**src/rtl/cmd_exec_sched.sv**
```systemverilog
// Pulse-train execution scheduler: arms on a validated command, waits for the
// start time, then sequences blanking / transmit gates and DDS frequency words.
module cmd_exec_sched #(
    parameter int TIME_W = 64,
    parameter int FREQ_W = 48
) (
    input  logic              CLK,
    input  logic              rst,
    input  logic [TIME_W-1:0] TIME,
    input  logic              LOAD,
    input  logic              ABORT,
    input  logic [FREQ_W-1:0] FREQ,
    input  logic [FREQ_W-1:0] FREQ_STEP,
    input  logic [31:0]       FREQ_RATE,
    input  logic [TIME_W-1:0] TIME_START,
    input  logic [15:0]       N_impuls,
    input  logic [1:0]        TYPE_impulse,
    input  logic [31:0]       Interval_Ti,
    input  logic [31:0]       Interval_Tp,
    input  logic [31:0]       Tblank1,
    input  logic [31:0]       Tblank2,
    output logic              READY,
    output logic              TX_EN,
    output logic              BLANK,
    output logic [FREQ_W-1:0] DDS_FREQ,
    output logic              DDS_WR,
    output logic [15:0]       PULSE_CNT,
    output logic              CMD_DONE,
    output logic              CMD_ERR,
    output logic              CMD_LATE
);

    typedef enum logic [2:0] {IDLE, ARMED, BLANK1, PULSE, BLANK2, GAP} state_t;

    state_t            state, state_n, seg_next;
    logic [TIME_W-1:0] time_q, tstart_r;
    logic [FREQ_W-1:0] freq_r, step_r, acc, base;
    logic [31:0]       rate_r, tp_r, pc, pc_n, pc_adv, rcnt;
    logic [33:0]       b1_r, ep_r, eb2_r, sum_in, pc_x;
    logic [15:0]       n_r, pcnt, pcnt_n;
    logic [1:0]        type_r;
    logic              pc_wrap, ld, start, done_n, err_n, late_n;
    logic              pulse_first, chirp_step;

    assign READY   = (state == IDLE);
    assign sum_in  = {2'b0, Tblank1} + {2'b0, Interval_Ti} + {2'b0, Tblank2};
    assign pc_wrap = (pc == tp_r - 32'd1);
    // Position the period counter will hold next cycle if the train keeps running
    assign pc_adv  = (state == ARMED || pc_wrap) ? 32'd0 : pc + 32'd1;
    assign pc_x    = {2'b0, pc_adv};

    always_comb begin
        if (pc_x < b1_r)       seg_next = BLANK1;
        else if (pc_x < ep_r)  seg_next = PULSE;
        else if (pc_x < eb2_r) seg_next = BLANK2;
        else                   seg_next = GAP;
    end

    always_comb begin
        state_n = state;
        pc_n    = pc;
        pcnt_n  = pcnt;
        ld      = 1'b0;
        start   = 1'b0;
        done_n  = 1'b0;
        err_n   = 1'b0;
        late_n  = 1'b0;
        unique case (state)
            IDLE: begin
                if (LOAD && !ABORT) begin
                    ld = 1'b1;
                    if (N_impuls == 16'd0 || Interval_Ti == 32'd0 || Interval_Tp == 32'd0 ||
                        sum_in > {2'b0, Interval_Tp})
                        err_n = 1'b1;
                    else if (TIME >= TIME_START)
                        late_n = 1'b1;
                    else
                        state_n = ARMED;
                end
            end
            ARMED: begin
                if (time_q >= tstart_r) begin
                    start   = 1'b1;
                    pc_n    = pc_adv;
                    pcnt_n  = 16'd0;
                    state_n = seg_next;
                end
            end
            default: begin
                if (pc_wrap && pcnt == n_r - 16'd1) begin
                    done_n  = 1'b1;
                    state_n = IDLE;
                end else begin
                    if (pc_wrap) pcnt_n = pcnt + 16'd1;
                    pc_n    = pc_adv;
                    state_n = seg_next;
                end
            end
        endcase
        if (ABORT && state != IDLE) begin
            state_n = IDLE;
            start   = 1'b0;
            done_n  = 1'b0;
        end
    end

    // A pulse always begins at pc == Tblank1, which also covers back-to-back pulses
    assign pulse_first = (state_n == PULSE) && (pc_x == b1_r);
    assign chirp_step  = (state == PULSE) && (state_n == PULSE) && !pulse_first &&
                         (type_r == 2'd1) && (rate_r != 32'd0) && (rcnt + 32'd1 == rate_r);
    assign base        = start ? freq_r : acc;

    always_ff @(posedge CLK or posedge rst) begin
        if (rst) begin
            state     <= IDLE;
            time_q    <= '0;
            tstart_r  <= '0;
            freq_r    <= '0;
            step_r    <= '0;
            acc       <= '0;
            rate_r    <= '0;
            tp_r      <= '0;
            b1_r      <= '0;
            ep_r      <= '0;
            eb2_r     <= '0;
            n_r       <= '0;
            type_r    <= '0;
            pc        <= '0;
            pcnt      <= '0;
            rcnt      <= '0;
            TX_EN     <= 1'b0;
            BLANK     <= 1'b0;
            DDS_FREQ  <= '0;
            DDS_WR    <= 1'b0;
            PULSE_CNT <= '0;
            CMD_DONE  <= 1'b0;
            CMD_ERR   <= 1'b0;
            CMD_LATE  <= 1'b0;
        end else begin
            state     <= state_n;
            time_q    <= TIME;
            pc        <= pc_n;
            pcnt      <= pcnt_n;
            PULSE_CNT <= pcnt_n;
            TX_EN     <= (state_n == PULSE);
            BLANK     <= (state_n == BLANK1) || (state_n == PULSE) || (state_n == BLANK2);
            DDS_WR    <= pulse_first || chirp_step;
            CMD_DONE  <= done_n;
            CMD_ERR   <= err_n;
            CMD_LATE  <= late_n;
            if (ld) begin
                tstart_r <= TIME_START;
                freq_r   <= FREQ;
                step_r   <= FREQ_STEP;
                rate_r   <= FREQ_RATE;
                n_r      <= N_impuls;
                type_r   <= TYPE_impulse;
                tp_r     <= Interval_Tp;
                b1_r     <= {2'b0, Tblank1};
                ep_r     <= {2'b0, Tblank1} + {2'b0, Interval_Ti};
                eb2_r    <= sum_in;
            end
            if (start) acc <= freq_r;
            if (pulse_first) begin
                rcnt <= 32'd0;
                if (type_r == 2'd2) begin
                    DDS_FREQ <= base;
                    acc      <= base + step_r;
                end else begin
                    DDS_FREQ <= freq_r;
                end
            end else if (chirp_step) begin
                DDS_FREQ <= DDS_FREQ + step_r;
                rcnt     <= 32'd0;
            end else if (state == PULSE) begin
                rcnt <= rcnt + 32'd1;
            end
        end
    end

endmodule

```
**config.mk**
```make
export PLATFORM = sky130hd
export DESIGN_NAME = cmd_exec_sched
export DESIGN_NICKNAME = d
export VERILOG_FILES = /design/src/rtl/cmd_exec_sched.sv
export SDC_FILE = /design/constraint.sdc
export NUM_CORES = 2
export LEC_CHECK = 0
export CAP_MARGIN = 20
export CORE_MARGIN = 2
export CORE_UTILIZATION = 45
export DETAILED_ROUTE_END_ITERATION = 8
export PLACE_DENSITY = 0.66
export SYNTH_ARGS = -nofsm -noshare
export SYNTH_HDL_FRONTEND = slang
export SYNTH_SLANG_ARGS = --single-unit
```
**constraint.sdc**
```tcl
create_clock -name CLK -period 49 [get_ports CLK]
set_input_delay 12.25 -clock CLK [delete_from_list [all_inputs] [get_ports CLK]]
set_output_delay 12.25 -clock CLK [all_outputs]
set_load 0.05 [all_outputs]
```
# Word level (Yosys, flattened, before mapping)
# Cells that the tools add are included.
classes:
  n_addsub: 9
  multipliers: 0
  n_div: 0
  n_lt_le_gt_ge: 6
  eq_ne: 13
  shift: 0
  muxes: 42
  n_bitwise: 1
  n_reduce_logical: 30
op_table:
  columns: ["operator", "count"]
  rows:
  - ["$mux 48", 6]
  - ["$mux 32", 6]
  - ["$ge 64x64->1", 2]
  - ["$add 48x48->48", 2]
  - ["$eq 32x32->1", 3]
  - ["$lt 32x34->1", 2]
  - ["$add 32x1->32 const B", 2]
  - ["$logic_not 32->1", 2]
  - ["$pmux 32 s2", 1]
  - ["$mux 16", 3]
  - ["$add 34x32->34", 1]
  - ["$gt 34x32->1", 1]
  - ["$add 32x32->33", 1]
  - ["$lt 32x32->1", 1]
  - ["$pmux 16 s2", 1]
  - ["$reduce_bool 32->1", 1]
  - ["$sub 32x1->32 const B", 1]
  - ["$mux 3", 8]
  - ["$add 16x1->16 const B", 1]
  - ["$eq 16x16->1", 1]
  - ["$logic_not 16->1", 1]
  - ["$mux 1", 16]
  - ["$sub 16x1->16 const B", 1]
  - ["$eq 3x2->1 const B", 3]
  - ["other kinds (17)", 34]
word_totals:
  reg_bits: 591
  latch_bits: 0
  ram_bits: 0
  romBits: 0
  input_bits: 406
  word_cells: 124
  memories: 0

# Longest topological paths before layout
logic_depth:
  depth_word: 20
  mapped_depth: 38
  mapped_depth_nobuf: 37

# Worst setup path after synthesis
# Ideal clock, no wire load.
synth_path:
  kind: "input to register"
  startpoint: "input Interval_Ti[0]"
  endpoint: "register acc[38]"
  t_arrival_ns: 19.061
  required_ns: 48.875
  slack_ns: 29.814
  path_stages: 34
  cell_sequence: "ha_1 inv_1 fa_1 nor2b_1 o31a_1 nand2b_1 a41oi_1 a31oi_1 a31oi_1 o21ai_0 a21o_1 a21oi_1 xnor2_1 ha_1 a21o_1 a21oi_1 o211ai_1 o21ai_0 o21bai_1 a21o_1 a21o_1 a31o_2 xor2_1 ha_1 nor2b_1 a2111oi_0 o2111ai_1 a21oi_1 o2111a_1 o32ai_2 or4_1 buf_6 buf_8 mux2_4"
synth_between:
  elab_chain_len: 11
  word_cells_on_any_way: 14
synth_rtl:
  columns: ["item", "line", "rtl"]
  rows:
  - ["start, declared", "18", "input logic [31:0] Interval_Ti,"]
  - ["$add 32x32->33", "46", "assign sum_in = {2'b0, Tblank1} + {2'b0, Interval_Ti} + {2'b0, Tblank2};"]
  - ["$add 34x32->34", "46", null]
  - ["net sum_in[29]", "39", "logic [33:0] b1_r, ep_r, eb2_r, sum_in, pc_x;"]
  - ["$gt 34x32->1", "73", "sum_in > {2'b0, Interval_Tp})"]
  - ["$logic_or 1x1->1", "72", "if (N_impuls == 16'd0 || Interval_Ti == 32'd0 || Interval_Tp == 32'd0 ||"]
  - ["$mux 3", "72", null]
  - ["$mux 3", "70", "if (LOAD && !ABORT) begin"]
  - ["$pmux 3 s2", "68", "unique case (state)"]
  - ["$mux 3", "100", "if (ABORT && state != IDLE) begin"]
  - ["$eq 3x2->1", "108", "assign pulse_first = (state_n == PULSE) && (pc_x == b1_r);"]
  - ["$logic_and 1x1->1", "108", null]
  - ["$mux 48", "164", "if (pulse_first) begin"]
  - ["end signal, assigned", "163", "if (start) acc <= freq_r;"]
  - ["end signal, assigned", "168", "acc <= base + step_r;"]
  - ["end, declared", "37", "logic [FREQ_W-1:0] freq_r, step_r, acc, base;"]
# The timed path passes the listed nets, and every way through them passes these cells.
# A chain may end at the register's enable or synchronous reset.

# Final worst setup path
layout_path:
  startpoint: "input Interval_Ti[0]"
  endpoint: "register acc[12]"
# Same word-level chain as after synthesis.

==> impl_metrics.py <==
metrics = {
    "layout": {
        "finalNonFillerCells": 6224,
        "finish.utilization": 0.546,
        "area_growth_pct": 20.7,
        "nNetsFinal": 5817,
        "drive_gt1_frac": 0.0634,
    },
    "clocking": {
        "cts-resized-gates": 0,
        "clock-sinks": 590,
        "cts-buffers-inserted": 72,
        "clockBufferDepth": 3,
        "cts_max_level": 3,
        "cts_root_buffer": "clkbuf_16",
        "cts_hold_buf": 0,
        "cts_tree": "built",
        "insertion_delay_ps": 630,
        "post-cts-setup-buffers": 0,
        "path_clk_slew_ps": 60,
    },
    "floorplan": {
        "row_count": 110,
        "die_width_um": 305,
        "initial_core_util": 0.453,
        "io_pins": 477,
        "core_mm2": 0.0899,
        "die_h_um": 305,
        "dieArea_mm2": 0.0929,
    },
    "power_and_ir_drop": {
        "intPower_mw": 1.54,
        "pwr-share-comb": 0.468,
        "p_sw_frac": 0.405,
        "power_switching_mw": 1.05,
        "p_leak_nw": 23.0,
        "vdd_drop_max_uv": 32.5,
        "power_density_mw_per_mm2": 52.6,
        "clkPwrFrac": 0.220,
        "seqPwrFrac": 0.313,
    },
    "place": {
        "post-dp-hpwl_mm": 94.8,
        "port_buffers": 476,
        "dp.cells": 6092,
        "gp_congestion": 0.918,
    },
    "job": {
        "cap_violations": 0,
    },
    "logic_synthesis": {
        "avgSynthCellArea_um2": 8.92,
        "yosys_warnings": 0,
        "synth_cells": 4563,
        "ys_seq_elements": 590,
        "synth_nets": 5390,
        "synth_flop_cell": "dfrtp_1",
        "syn-cell-area_mm2": 0.0407,
        "synth_edf_count": 0,
        "async_reset_ff_frac": 1.00,
        "ys_seq_area_frac": 0.363,
        "yosysUniqueCellTypes": 88,
    },
    "detailed_routing": {
        "drcViolationCount": 0,
        "via_per_inst": 5.53,
        "first_pass_iters": 6,
        "ant_nets": 0,
        "vias": 34400,
        "post_drt_wl_per_cell_um": 19.8,
        "drt-total-wl_mm": 123,
        "drt_iter0_markers": 2498,
    },
    "critical_path": {
        "startpoint_type": "primary input",
        "cp-end-kind": "flop",
        "max_stage_delay_ps": 660,
        "worstPathArrival_ps": 21060,
        "cp_max_fo": 46,
        "ff2ff_path_depth": 24,
        "crit_type": "in -> reg",
        "ff2ff_setup_slack_ps": 40090,
        "cp.required_ps": 49510,
        "crit_path_frequent_cell": "a21o_1",
        "regToRegStartpoint": "tp_r[0]",
        "r2r_end": "acc[2]",
        "slowest_stage": "or4_2",
    },
    "timing": {
        "finalCriticalPeriod_ps": 20550,
        "finalSetupViolations": 0,
        "rsz0062_at_grt": "false",
        "finalSetupTns_ps": 0,
        "tightest_slew_ps": 1140,
        "worst_slew_margin_rel": 0.235,
        "skew_ps": 21.6,
        "slew_viol_final": 0,
        "hold_viol": 0,
        "fin_crit_sh": 0.419,
        "clock.fmax_ghz": 0.0487,
    },
    "min_path": {
        "hold_class": "reg -> reg",
        "min_from": "ep_r[0]",
        "hold-path-cell-count": 2,
        "hold_end": "ep_r[0]",
    },
    "grt": {
        "grt_util_all_layers": 0.263,
        "grt_pass1_wl_mm": 193,
        "grt_pass1_vias": 34400,
        "grt-ovfl-total": 0,
        "grt_max_degree": 199,
        "antenna_found_initial": 4,
    },
    "outcome": {
        "status": "completed",
    },
}
==> state kept, by name, indices dropped and copies added (netlist names), 33 cells and up <==
signal	flops
step_r	48
acc	48
time_q	64
tstart_r	64
freq_r	48
eb2_r	34
ep_r	33
DDS_FREQ	48
==> synth_stat cells (58+ instances only) <==
master | instances | area [um^2]
a21o_1 | 142 | 1070
a21oi_1 | 213 | 1070
clkbuf_1 | 124 | 465
dfrtp_1 | 590 | 14800
ha_1 | 417 | 5220
inv_1 | 317 | 1190
mux2_2 | 87 | 980
mux2i_1 | 150 | 1500
nand2_1 | 782 | 2940
nand3_1 | 84 | 420
nand4_1 | 98 | 613
nor2_1 | 258 | 968
nor3_1 | 60 | 300
nor4_1 | 58 | 363
o21ai_0 | 323 | 1620
xnor2_1 | 205 | 1800
xor2_1 | 113 | 990
==> stage by stage <==
step | area (um^2) | total power [mW] | hold slack, ps | setup WS (ps)
3_3_place_gp | 46600 | 1.98 | 452 | 28100
2_1_floorplan | 40700 | 1.69 | 438 | 20240
3_5_place_dp | 46600 | 2.01 | 456 | 27960
5_1_grt | 49100 | 2.79 | 512 | 27830
4_1_cts | 49100 | 2.59 | 469 | 28580
6_report | 49100 | 2.58 | 468 | 28450
==> per-layer routing <==
layer / up-vias / wire (um) / track usage
li1: 16800 / - / -
met1: 16600 / 58200 / 0.367
met2: 855 / 55500 / 0.421
met3: 178 / 5730 / 0.0379
met4: 4 / 3650 / 0.0797
met5: - / 27 / 0
==> cell usage in the layout (no fill, tap or decap), types with 10 or more instances in the layout <==
| cell type | instances |
|---|---|
| o21bai_1 | 16 |
| nor2_1 | 258 |
| o31ai_1 | 17 |
| nor2b_1 | 40 |
| or4_1 | 13 |
| a21o_1 | 142 |
| xor2_1 | 113 |
| and3_1 | 33 |
| o21a_1 | 39 |
| o211ai_1 | 21 |
| nand2b_1 | 24 |
| clkbuf_8 | 19 |
| a211oi_1 | 25 |
| mux2i_1 | 150 |
| mux2_4 | 39 |
| a211o_1 | 11 |
| a31oi_1 | 20 |
| clkbuf_1 | 12 |
| o31a_1 | 11 |
| and2_1 | 24 |
| a21oi_1 | 213 |
| clkbuf_16 | 76 |
| buf_4 | 27 |
| xnor2_1 | 205 |
| or3_1 | 18 |
| inv_1 | 316 |
| dfrtp_1 | 590 |
| nand2_1 | 782 |
| nand3_1 | 83 |
| clkdlybuf4s50_1 | 476 |
| ha_1 | 417 |
| or2_2 | 10 |
| nand4_1 | 98 |
| mux2_2 | 87 |
| o21ai_0 | 323 |
| nor4_1 | 57 |
| o2111ai_1 | 10 |
| nor3_1 | 58 |
==> layout make-up <==
| class | instances | area (um^2) |
|---|---|---|
| clock inverter | 24 | 305 |
| clock buffer | 107 | 2210 |
| inverter | 317 | 1200 |
| tap | 1176 | 1470 |
| timing repair buffer | 505 | 5010 |
| antenna | 1 | 2.50 |
| sequential | 590 | 14800 |
| multi-input combinational | 3504 | 24200 |
| fill | 8252 | 40800 |
==> power by group through the flow <==
stage / sequential, mW / combinational [mW] / clock [mW]
after floorplan: 0.760 / 0.931 / 0
after global placement: 0.810 / 1.17 / 0
after detailed placement: 0.814 / 1.19 / 0
after CTS: 0.808 / 1.20 / 0.580
after global routing: 0.831 / 1.36 / 0.598
final: 0.808 / 1.21 / 0.567
==> worst max path at each step <==
stage	from	cells after the start	endpoint	slack [ps]
floorplan	rst	1	BLANK	20240
CTS	Interval_Ti[0]	35	acc[12]	28580
detailed placement	Interval_Ti[0]	35	acc[12]	27960
global placement	Tblank1[0]	35	acc[17]	28100
global route	Tblank1[1]	34	acc[19]	27830
finish	Interval_Ti[0]	35	acc[12]	28450
==> worst max-delay path: cells and delay by family <==
kind                     cells  cell delay, ps
AO/OA/AOI/OAI               20            4470
adder cells (fa/ha/maj)      4            1180
buffers and inverters        4            1130
AND/OR/NAND/NOR              4            1090
XOR/XNOR                     2             450
multiplexers                 1             420
==> logic make-up (layout without fill, tap and decap cells) <==
family | after synthesis | after routing | share of synthesized area
other | 0 | 1 | 0
muxes | 276 | 276 | 0.0753
buffers and inverters | 469 | 953 | 0.0458
xor gates and xnor gates | 318 | 318 | 0.0684
DFF | 590 | 590 | 0.363
AOI/OAI and AO/OA | 936 | 936 | 0.144
and+or+nand+nor | 1553 | 1553 | 0.174
adders and majority gates | 421 | 421 | 0.130
Note: power is estimated with default switching activity, not from simulation.
